$ cat src/rtl/line_fill_ctrl.sv
// Data-cache miss engine: optional dirty-line writeback, then a 16-byte line read.
// Memory enables are gated by mem_ready; a watchdog aborts stalled transfers.
module line_fill_ctrl #(
  parameter int unsigned TIMEOUT_CYCLES = 64
) (
  input  logic         clk,
  input  logic         reset,
  input  logic         req_valid,
  output logic         req_ready,
  input  logic [31:0]  req_addr,
  input  logic         req_evict,
  input  logic [31:0]  req_evict_addr,
  input  logic [127:0] req_evict_data,
  output logic         fill_valid,
  output logic [31:0]  fill_addr,
  output logic [127:0] fill_data,
  output logic         err,
  output logic         busy,
  output logic         mem_read_en,
  output logic         mem_write_en,
  output logic [31:0]  mem_addr,
  output logic [127:0] mem_write_data,
  input  logic [127:0] mem_read_data,
  input  logic         mem_ready
);

  typedef enum logic [1:0] {
    IDLE,
    WB,
    RD,
    RESP
  } state_t;

  localparam logic [7:0] WAIT_LAST = 8'(TIMEOUT_CYCLES - 1);

  state_t       state;
  logic [7:0]   wait_cnt;
  logic [31:0]  line_addr;
  logic [31:0]  victim_addr;
  logic [127:0] victim_data;
  logic         at_limit;
  logic         expire;
  logic         unused_addr_bits;

  assign unused_addr_bits = ^{req_addr[3:0], req_evict_addr[3:0]};

  assign at_limit = (wait_cnt == WAIT_LAST);
  assign expire   = at_limit && !mem_ready;

  assign req_ready = (state == IDLE);
  assign busy      = (state != IDLE);

  // Enables must already be low in the ready cycle and the timeout cycle.
  assign mem_write_en = (state == WB) && !mem_ready && !at_limit;
  assign mem_read_en  = (state == RD) && !mem_ready && !at_limit;

  assign mem_addr = (state == WB) ? victim_addr :
                    (state == RD) ? line_addr   : '0;
  assign mem_write_data = (state == WB) ? victim_data : '0;

  always_ff @(posedge clk or posedge reset) begin
    if (reset) begin
      state       <= IDLE;
      wait_cnt    <= '0;
      line_addr   <= '0;
      victim_addr <= '0;
      victim_data <= '0;
      fill_valid  <= 1'b0;
      fill_addr   <= '0;
      fill_data   <= '0;
      err         <= 1'b0;
    end else begin
      fill_valid <= 1'b0;
      err        <= 1'b0;
      unique case (state)
        IDLE: begin
          if (req_valid) begin
            line_addr   <= {req_addr[31:4], 4'b0};
            victim_addr <= {req_evict_addr[31:4], 4'b0};
            victim_data <= req_evict_data;
            wait_cnt    <= '0;
            state       <= req_evict ? WB : RD;
          end
        end
        WB: begin
          if (mem_ready) begin
            wait_cnt <= '0;
            state    <= RD;
          end else if (expire) begin
            err   <= 1'b1;
            state <= IDLE;
          end else begin
            wait_cnt <= wait_cnt + 8'd1;
          end
        end
        RD: begin
          if (mem_ready) begin
            fill_data  <= mem_read_data;
            fill_addr  <= line_addr;
            fill_valid <= 1'b1;
            state      <= RESP;
          end else if (expire) begin
            err   <= 1'b1;
            state <= IDLE;
          end else begin
            wait_cnt <= wait_cnt + 8'd1;
          end
        end
        RESP: state <= IDLE;
        default: state <= IDLE;
      endcase
    end
  end

endmodule
$ cat config.mk
export PLATFORM = sky130hd
export DESIGN_NAME = line_fill_ctrl
export DESIGN_NICKNAME = d
export VERILOG_FILES = /design/src/rtl/line_fill_ctrl.sv
export SDC_FILE = /design/constraint.sdc
export NUM_CORES = 1
export LEC_CHECK = 0
export CAP_MARGIN = 40
export CELL_PAD_IN_SITES_DETAIL_PLACEMENT = 1
export CELL_PAD_IN_SITES_GLOBAL_PLACEMENT = 2
export CORE_AREA = 3 3 250 252
export DETAILED_ROUTE_END_ITERATION = 8
export DIE_AREA = 0 0 253 255
export PLACE_DENSITY_LB_ADDON = 0.1
export RECOVER_POWER = 100
export SYNTH_ARGS = -nofsm -noshare
export SYNTH_HDL_FRONTEND = slang
export SYNTH_SLANG_ARGS = --single-unit
$ cat constraint.sdc
create_clock -name clk -period 17.56 [get_ports clk]
set_clock_uncertainty 0.1 [all_clocks]
set_input_delay 3.512 -clock clk [delete_from_list [all_inputs] [get_ports clk]]
set_output_delay 3.512 -clock clk [all_outputs]
set_load 0.05 [all_outputs]
# Word level (Yosys, flattened, before mapping)
# Index checks and enable logic that the tools add are counted.
classes:
  add_sub_neg: 1
  n_eq_ne: 6
  n_mux: 19
  reduce_logical: 14
ops:
  columns: ["op", "count"]
  rows:
  - ["$mux 128", 1]
  - ["$mux 32", 2]
  - ["$mux 8", 4]
  - ["$pmux 8 s3", 1]
  - ["$mux 2", 5]
  - ["$add 8x1->8 const B", 1]
  - ["$eq 8x6->1 const B", 1]
  - ["$pmux 2 s4", 1]
  - ["$logic_and 1x1->1", 5]
  - ["$mux 1", 5]
  - ["$eq 2x2->1 const B", 2]
  - ["$ne 2x2->1 const B", 2]
  - ["$reduce_and 2->1", 2]
  - ["$reduce_and 3->1", 1]
  - ["$reduce_bool 3->1", 1]
  - ["$eq 2x1->1 const B", 1]
  - ["$logic_not 1->1", 2]
  - ["$logic_not 2->1", 1]
  - ["$reduce_bool 2->1", 1]
  - ["$reduce_or 2->1", 1]
totals:
  register_bits: 352
  out_inout_bits: 326

# Logic depth before layout (Yosys ltp)
# Gate-level depths: netlist (run 1).
logic_depth:
  depth_word: 5
  depth_mapped: 8
  ltp_nobuf: 6

# Worst setup path before layout (run 1)
# Ideal clock, no wire load.
synth_path:
  path_kind: "input to output"
  from: "input mem_ready"
  to: "output mem_read_en"
  arrival_ns: 4.670
  required_ns: 13.948
  slack_ns: 9.278
  stages: 1
  path_buffers: 0
  cell_sequence: "nor3b_1"
synth_between:
  elab_chain_cells: 3
synth_rtl:
  columns: ["item", "line", "source"]
  rows:
  - ["start, declared", "24", "input logic mem_ready"]
  - ["$logic_not 1->1", "55", "assign mem_read_en = (state == RD) && !mem_ready && !at_limit;"]
  - ["$logic_and 1x1->1 (2 in series)", "55", null]
  - ["end, declared", "19", "output logic mem_read_en,"]
# No other way between the ends.

==> run_results.csv, run 1 <==
group,metric,value,unit
sta,rsz0062_at_grt,"false",
clock_network,cts.sinks,352,
final_layout,multi_input_area,5349,um^2
sta,min_period,10.53,ns
sta,holdWs,0.3932,ns
critical_path,cp-start-kind,"input port",
worst_hold_path,hold_end,"victim_data[52]",
critical_path,cp_data_required_time,18.19,ns
synthesis,synthFlopType,"dfrtp_1",
critical_path,critical_path_class,"input port to async pin",
synthesis,ys_seq_elements,352,
final_layout,syn_to_final_growth,60.96,%
grt,grt_pass1_vias,11840,
sta,worstMarginPinSlew,5.167,ns
sta,maxSlewViolCount,536,
grt,grt_pass1_wl,80.80,mm
synthesis,postSynthCellCount,992,
drt,totalWireLength,56.41,mm
synthesis,synth_top_area_cell,"dfrtp_1",
sta,finalCritPeriodShare,59.97,%
grt,grt_overflow_total,0,
drt,drtIter0Drc,337,
worst_hold_path,hold-path-cell-count,1,
critical_path,r2r-end,"victim_data[115]",
worst_hold_path,hp-start,"victim_data[52]",
floorplan,rows,90,
clock_network,cts_tree,"done",
clock_network,insertion_delay,0.56,ns
synthesis,async_reset_ff_share,100.0,%
grt,antenna_found_initial,17,
drt,remaining_drc_errors,0,
critical_path,rr_worst_depth,7,
power,peakVddDrop,0.1251,mV
critical_path,timing.rr.start,"state[0]",
floorplan,die_h,255,um
synthesis,syn-cell-area,14500,um^2
drt,first_pass_iters,4,
drt,drt.antenna.violating_nets,0,
final_layout,final_common_cell,"dfrtp_1",
critical_path,cp_max_fo,106,
clock_network,cts_max_level,2,
grt,grt_usage,17.06,%
clock_network,cts.path.max_buffers,3,
clock_network,cts_root_buf,"clkbuf_16",
floorplan,die_area,64520,um^2
floorplan,core_area,60360,um^2
sta,setup_tns,0,ns
synthesis,synth_cell_type_count,37,
worst_hold_path,hold_class,"flip-flop to flip-flop",
status,status,"finished with violations",
drt,vias,10460,
synthesis,synth_edf_count,0,
final_layout,layout-drive-gt1-share,25.23,%
power,p_per_area,218.2,nW/um^2
synthesis,avgSynthCellArea,14.61,um^2
sta,fmax,94.97,MHz
clock_network,cts-resized-gates,0,
clock_network,cts_buffers,46,
drt,routed_via_density,4.247,
final_layout,fill_cells,6260,
critical_path,arrival,11.16,ns
final_layout,mostFrequentLayoutCells,"dfrtp_1, mux2_2, dlygate4sd3_1",
critical_path,reg2reg_slack,9.82,ns
grt,grt_max_degree,107,
status,violations,"capacitance limit, slew limit",
synthesis,ys_seq_area_share,60.76,%
clock_network,hold_buffers,0,
power,p_total,5.092,mW
sta,hold_viol_final,0,
final_layout,ff_latch_area,8808,um^2
synthesis,synthTopCellsByArea,"dfrtp_1, mux2_2, and2_1, a22o_1, buf_2",
drt,routedWlPerCell,22.91,um
synthesis,ys_warn_count,0,
final_layout,stdcell_area,23330,um^2
synthesis,synth_top_area_share,60.76,%
critical_path,critPathCaptureType,"async pin",
floorplan,die_w,253,um
sta,setup_viol,0,
placed_design,post-dp-hpwl,42.04,mm
placed_design,placed_area,21880,um^2
clock_network,postCtsSetupBuffers,0,
sta,max_slew_margin,-246.4,%
floorplan,initial_core_util,24.02,%
final_layout,nNetsFinal,1961,
power,leakagePower,10.02,nW
placed_design,place_congestion,0.7531,
floorplan,pin_count,651,
clock_network,cts.clk_slew.worst_paths,0.05,ns
placed_design,portBuffers,634,
flow_run,max_cap_viol_count,11,
## synthesized netlist by cell type (2+ instances only)
| library cell | number |
|---|---|
| dfrtp_1 | 352 |
| mux2_2 | 340 |
| and2_1 | 128 |
| buf_2 | 33 |
| a22o_1 | 28 |
| clkbuf_1 | 24 |
| a21oi_1 | 9 |
| inv_1 | 9 |
| buf_4 | 8 |
| nand2_1 | 7 |
| nor2_1 | 6 |
| ha_1 | 5 |
| nand3_1 | 5 |
| o31ai_1 | 4 |
| or4_1 | 4 |
| o21ai_0 | 3 |
| and3_1 | 2 |
| and4_4 | 2 |
| buf_1 | 2 |
| buf_6 | 2 |
| nor2b_1 | 2 |
| nor3b_1 | 2 |
## layer usage
metal	track usage, %	wire [um]
met3	7.022	4904
met2	31.13	30700
met5	0	41
met1	17.77	19640
met4	5.718	1126
## registers in the layout, summed over array words and instances (netlist names), 2 cells and up
register and cells:
fill_addr 28, wait_cnt 8, victim_data 128, victim_addr 28, line_addr 28, state 2
fill_data 128
## logic make-up after synthesis
| group | after synthesis | share of synthesized area [%] |
|---|---|---|
| flops | 352 | 60.76 |
| mux | 341 | 26.48 |
| simple gates | 164 | 7.025 |
| buf+inv | 78 | 2.615 |
| compound gates | 50 | 2.606 |
| fa+ha+maj | 5 | 0.4315 |
| other cells | 1 | 0.02587 |
| xor+xnor | 1 | 0.06042 |
## worst max path at each step
| stage | from | endpoint | cells after the start |
|---|---|---|---|
| finish | reset | victim_data[4] | 6 |
| CTS | mem_ready | mem_read_en | 3 |
| detailed placement | mem_ready | mem_read_en | 3 |
| floorplan | reset | err | 1 |
| global route | reset | victim_data[4] | 6 |
| global placement | mem_ready | mem_write_en | 3 |
## power by group
part / internal [mW] / total [mW] / switching [mW]
Clock: 0.621 / 0.987 / 0.366
Sequential: 1.22 / 1.42 / 0.196
Combinational: 0.976 / 2.69 / 1.71
Total: 2.82 / 5.09 / 2.27
## critical path, stage by stage
cell           delay (ns)
dlygate4sd3_1        0.54
clkinvlp_2           2.88
clkbuf_1             0.58
clkbuf_1             2.14
clkbuf_1             1.06
buf_16               0.32
## metrics by stage
stage / util, % / worst slack (ns) / std cells
after floorplan: - / 4.184 / 999
after global placement: 35.80 / 8.747 / 2355
after detailed placement: 36.26 / 8.746 / 2365
after CTS: 38.88 / 8.742 / 2447
after global routing: 38.63 / 5.576 / 2455
final: 38.66 / 7.030 / 2462
## layout make-up
type	count	area share [%]
Multi-Input combinational cell	569	22.92
Antenna cell	15	0.1609
Clock inverter	4	0.5147
Timing Repair Buffer	653	28.03
Clock buffer	78	6.279
Sequential cell	352	37.75
Tap cell	782	4.193
Inverter	9	0.1555
(Power assumes the default switching activity.)
==> inputs of run 2 (changes only) <==
Settings changed: CORE_AREA 3 3 250 252 to not set, CORE_MARGIN set to 3, CORE_UTILIZATION set to 24, DIE_AREA 0 0 253 255 to not set.
Clock period 17.56 ns to 8.9 ns, I/O delays scaled along.
==> run 2 against run 1 <==
The flow still finishes with violations (capacitance limit, slew limit). Flip-flop and latch count stayed put. Critical endpoint is now fill_data[48]. Cell area is 0.60% lower. Worst hold slack better by 0.0012 ns. Critical path type unchanged. Utilization is 0.42 points higher. Critical path depth is 1 lower. First-iteration DRC count is 4.7% lower.
==> run_results.csv, run 2 (synthesis results as in run 1) <==
group,metric,value,unit
status,status,"finished with violations",
status,violations,"capacitance limit, slew limit",
drt,drtIter0Drc,321,
drt,routed_via_density,4.258,
grt,grt_usage,16.93,%
clock_network,cts-resized-gates,0,
clock_network,cts.path.max_buffers,3,
worst_hold_path,hold-path-cell-count,1,
drt,remaining_drc_errors,0,
critical_path,critical_path_class,"input port to async pin",
floorplan,core_area,59350,um^2
drt,totalWireLength,54.40,mm
floorplan,die_area,63390,um^2
placed_design,post-dp-hpwl,40.33,mm
clock_network,cts.sinks,352,
clock_network,insertion_delay,0.55,ns
critical_path,r2r-end,"victim_data[8]",
final_layout,stdcell_area,23190,um^2
critical_path,rr_worst_depth,6,
final_layout,nNetsFinal,1956,
worst_hold_path,hold_end,"victim_data[59]",
critical_path,cp-start-kind,"input port",
sta,setup_viol,0,
clock_network,hold_buffers,0,
final_layout,mostFrequentLayoutCells,"dfrtp_1, mux2_2, dlygate4sd3_1",
clock_network,cts_root_buf,"clkbuf_16",
final_layout,top_regs,"fill_data x128, victim_data x128",
critical_path,crit_path_frequent_cell,"clkbuf_1",
clock_network,cts_max_level,2,
grt,grt_overflow_total,0,
drt,drt.antenna.violating_nets,0,
sta,rsz0062_at_grt,"false",
floorplan,initial_core_util,24.43,%
final_layout,fin_cells,2446,
critical_path,crit_path_cell_trace,"dlygate4sd3_1 -> clkinvlp_2 -> clkbuf_1 -> buf_12 -> clkbuf_1",
sta,hold_viol_final,0,
power,peakVddDrop,0.1913,mV
critical_path,arrival,6.28,ns
sta,holdWs,0.3943,ns
power,p_total,9.838,mW
placed_design,place_congestion,0.7695,
sta,max_slew_margin,-61.70,%
critical_path,timing.rr.start,"state[0]",
sta,min_period,6.220,ns
sta,worstMarginPinSlew,2.425,ns
critical_path,max_stage_delay,1.78,ns
worst_hold_path,hold_class,"flip-flop to flip-flop",
sta,maxSlewViolCount,212,
clock_network,postCtsSetupBuffers,0,
clock_network,cts_tree,"done",
final_layout,layout-drive-gt1-share,25.60,%
sta,finalCritPeriodShare,69.89,%
clock_network,cts.clk_slew.worst_paths,0.05,ns
floorplan,pin_count,651,
grt,grt_pass1_vias,11740,
sta,setup_tns,0,ns
power,p_per_area,424.2,nW/um^2
grt,grt_max_degree,154,
placed_design,placed_area,21760,um^2
floorplan,die_w,251.8,um
flow_run,max_cap_viol_count,7,
clock_network,cts_buffers,45,
critical_path,critPathCaptureType,"async pin",
critical_path,cp_data_required_time,8.96,ns
final_layout,final_common_cell,"dfrtp_1",
floorplan,rows,89,
critical_path,cp_max_fo,126,
worst_hold_path,hp-start,"victim_data[59]",
drt,vias,10410,
placed_design,placedCellCount,2352,
drt,routedWlPerCell,22.24,um
grt,grt_pass1_wl,79.89,mm
final_layout,syn_to_final_growth,59.99,%
placed_design,portBuffers,634,
sta,fmax,160.8,MHz
critical_path,reg2reg_slack,4.12,ns
power,leakagePower,9.985,nW
floorplan,die_h,251.8,um
drt,first_pass_iters,4,
critical_path,crit_slowest_cell,"clkbuf_1",
grt,antenna_found_initial,17,
[run 2: area by class of cell]
cell class,count,area [um^2]
clock inverters,5,28.78
inverters,9,36.28
repair buffers,649,6538
clock buffers,76,1445
fillers,6219,36160
flip-flops and latches,352,8808
multi-input cells,569,5339
well taps,773,967.2
diodes,13,32.53
[run 2: power by group]
part / switching (mW) / internal, mW / leakage, nW
Combinational: 3.35 / 1.90 / 5.08
Clock: 0.708 / 1.10 / 0.730
Sequential: 0.379 / 2.41 / 4.17
[run 2: critical path: cells and delay by family]
| kind | cells | cell delay (ns) |
|---|---|---|
| buffers and inverters | 5 | 4.40 |
[run 2: metrics by stage]
| step | util, % | setup WS, ns |
|---|---|---|
| after floorplan | - | 2.306 |
| after global placement | 36.41 | 3.397 |
| after detailed placement | 36.67 | 3.576 |
| after CTS | 39.15 | 3.309 |
| after global routing | 39.06 | 1.738 |
| final | 39.08 | 2.680 |
[run 2: worst max path at each step]
stage                         end      start  depth (start not counted)
global route        fill_data[48]      reset                          5
finish              fill_data[48]      reset                          5
detailed placement    mem_read_en  mem_ready                          3
CTS                   mem_addr[4]   state[1]                          7
global placement      mem_addr[4]   state[1]                          7
floorplan                     err      reset                          1
[run 2: per-layer routing]
layer  vias up  track usage, %  wire length (um)
li1       4716               -                 -
met1      5297           17.42             18810
met2       305           30.50             29250
met3        88           6.772              4618
met4         8           7.235              1669
met5         -               0                44
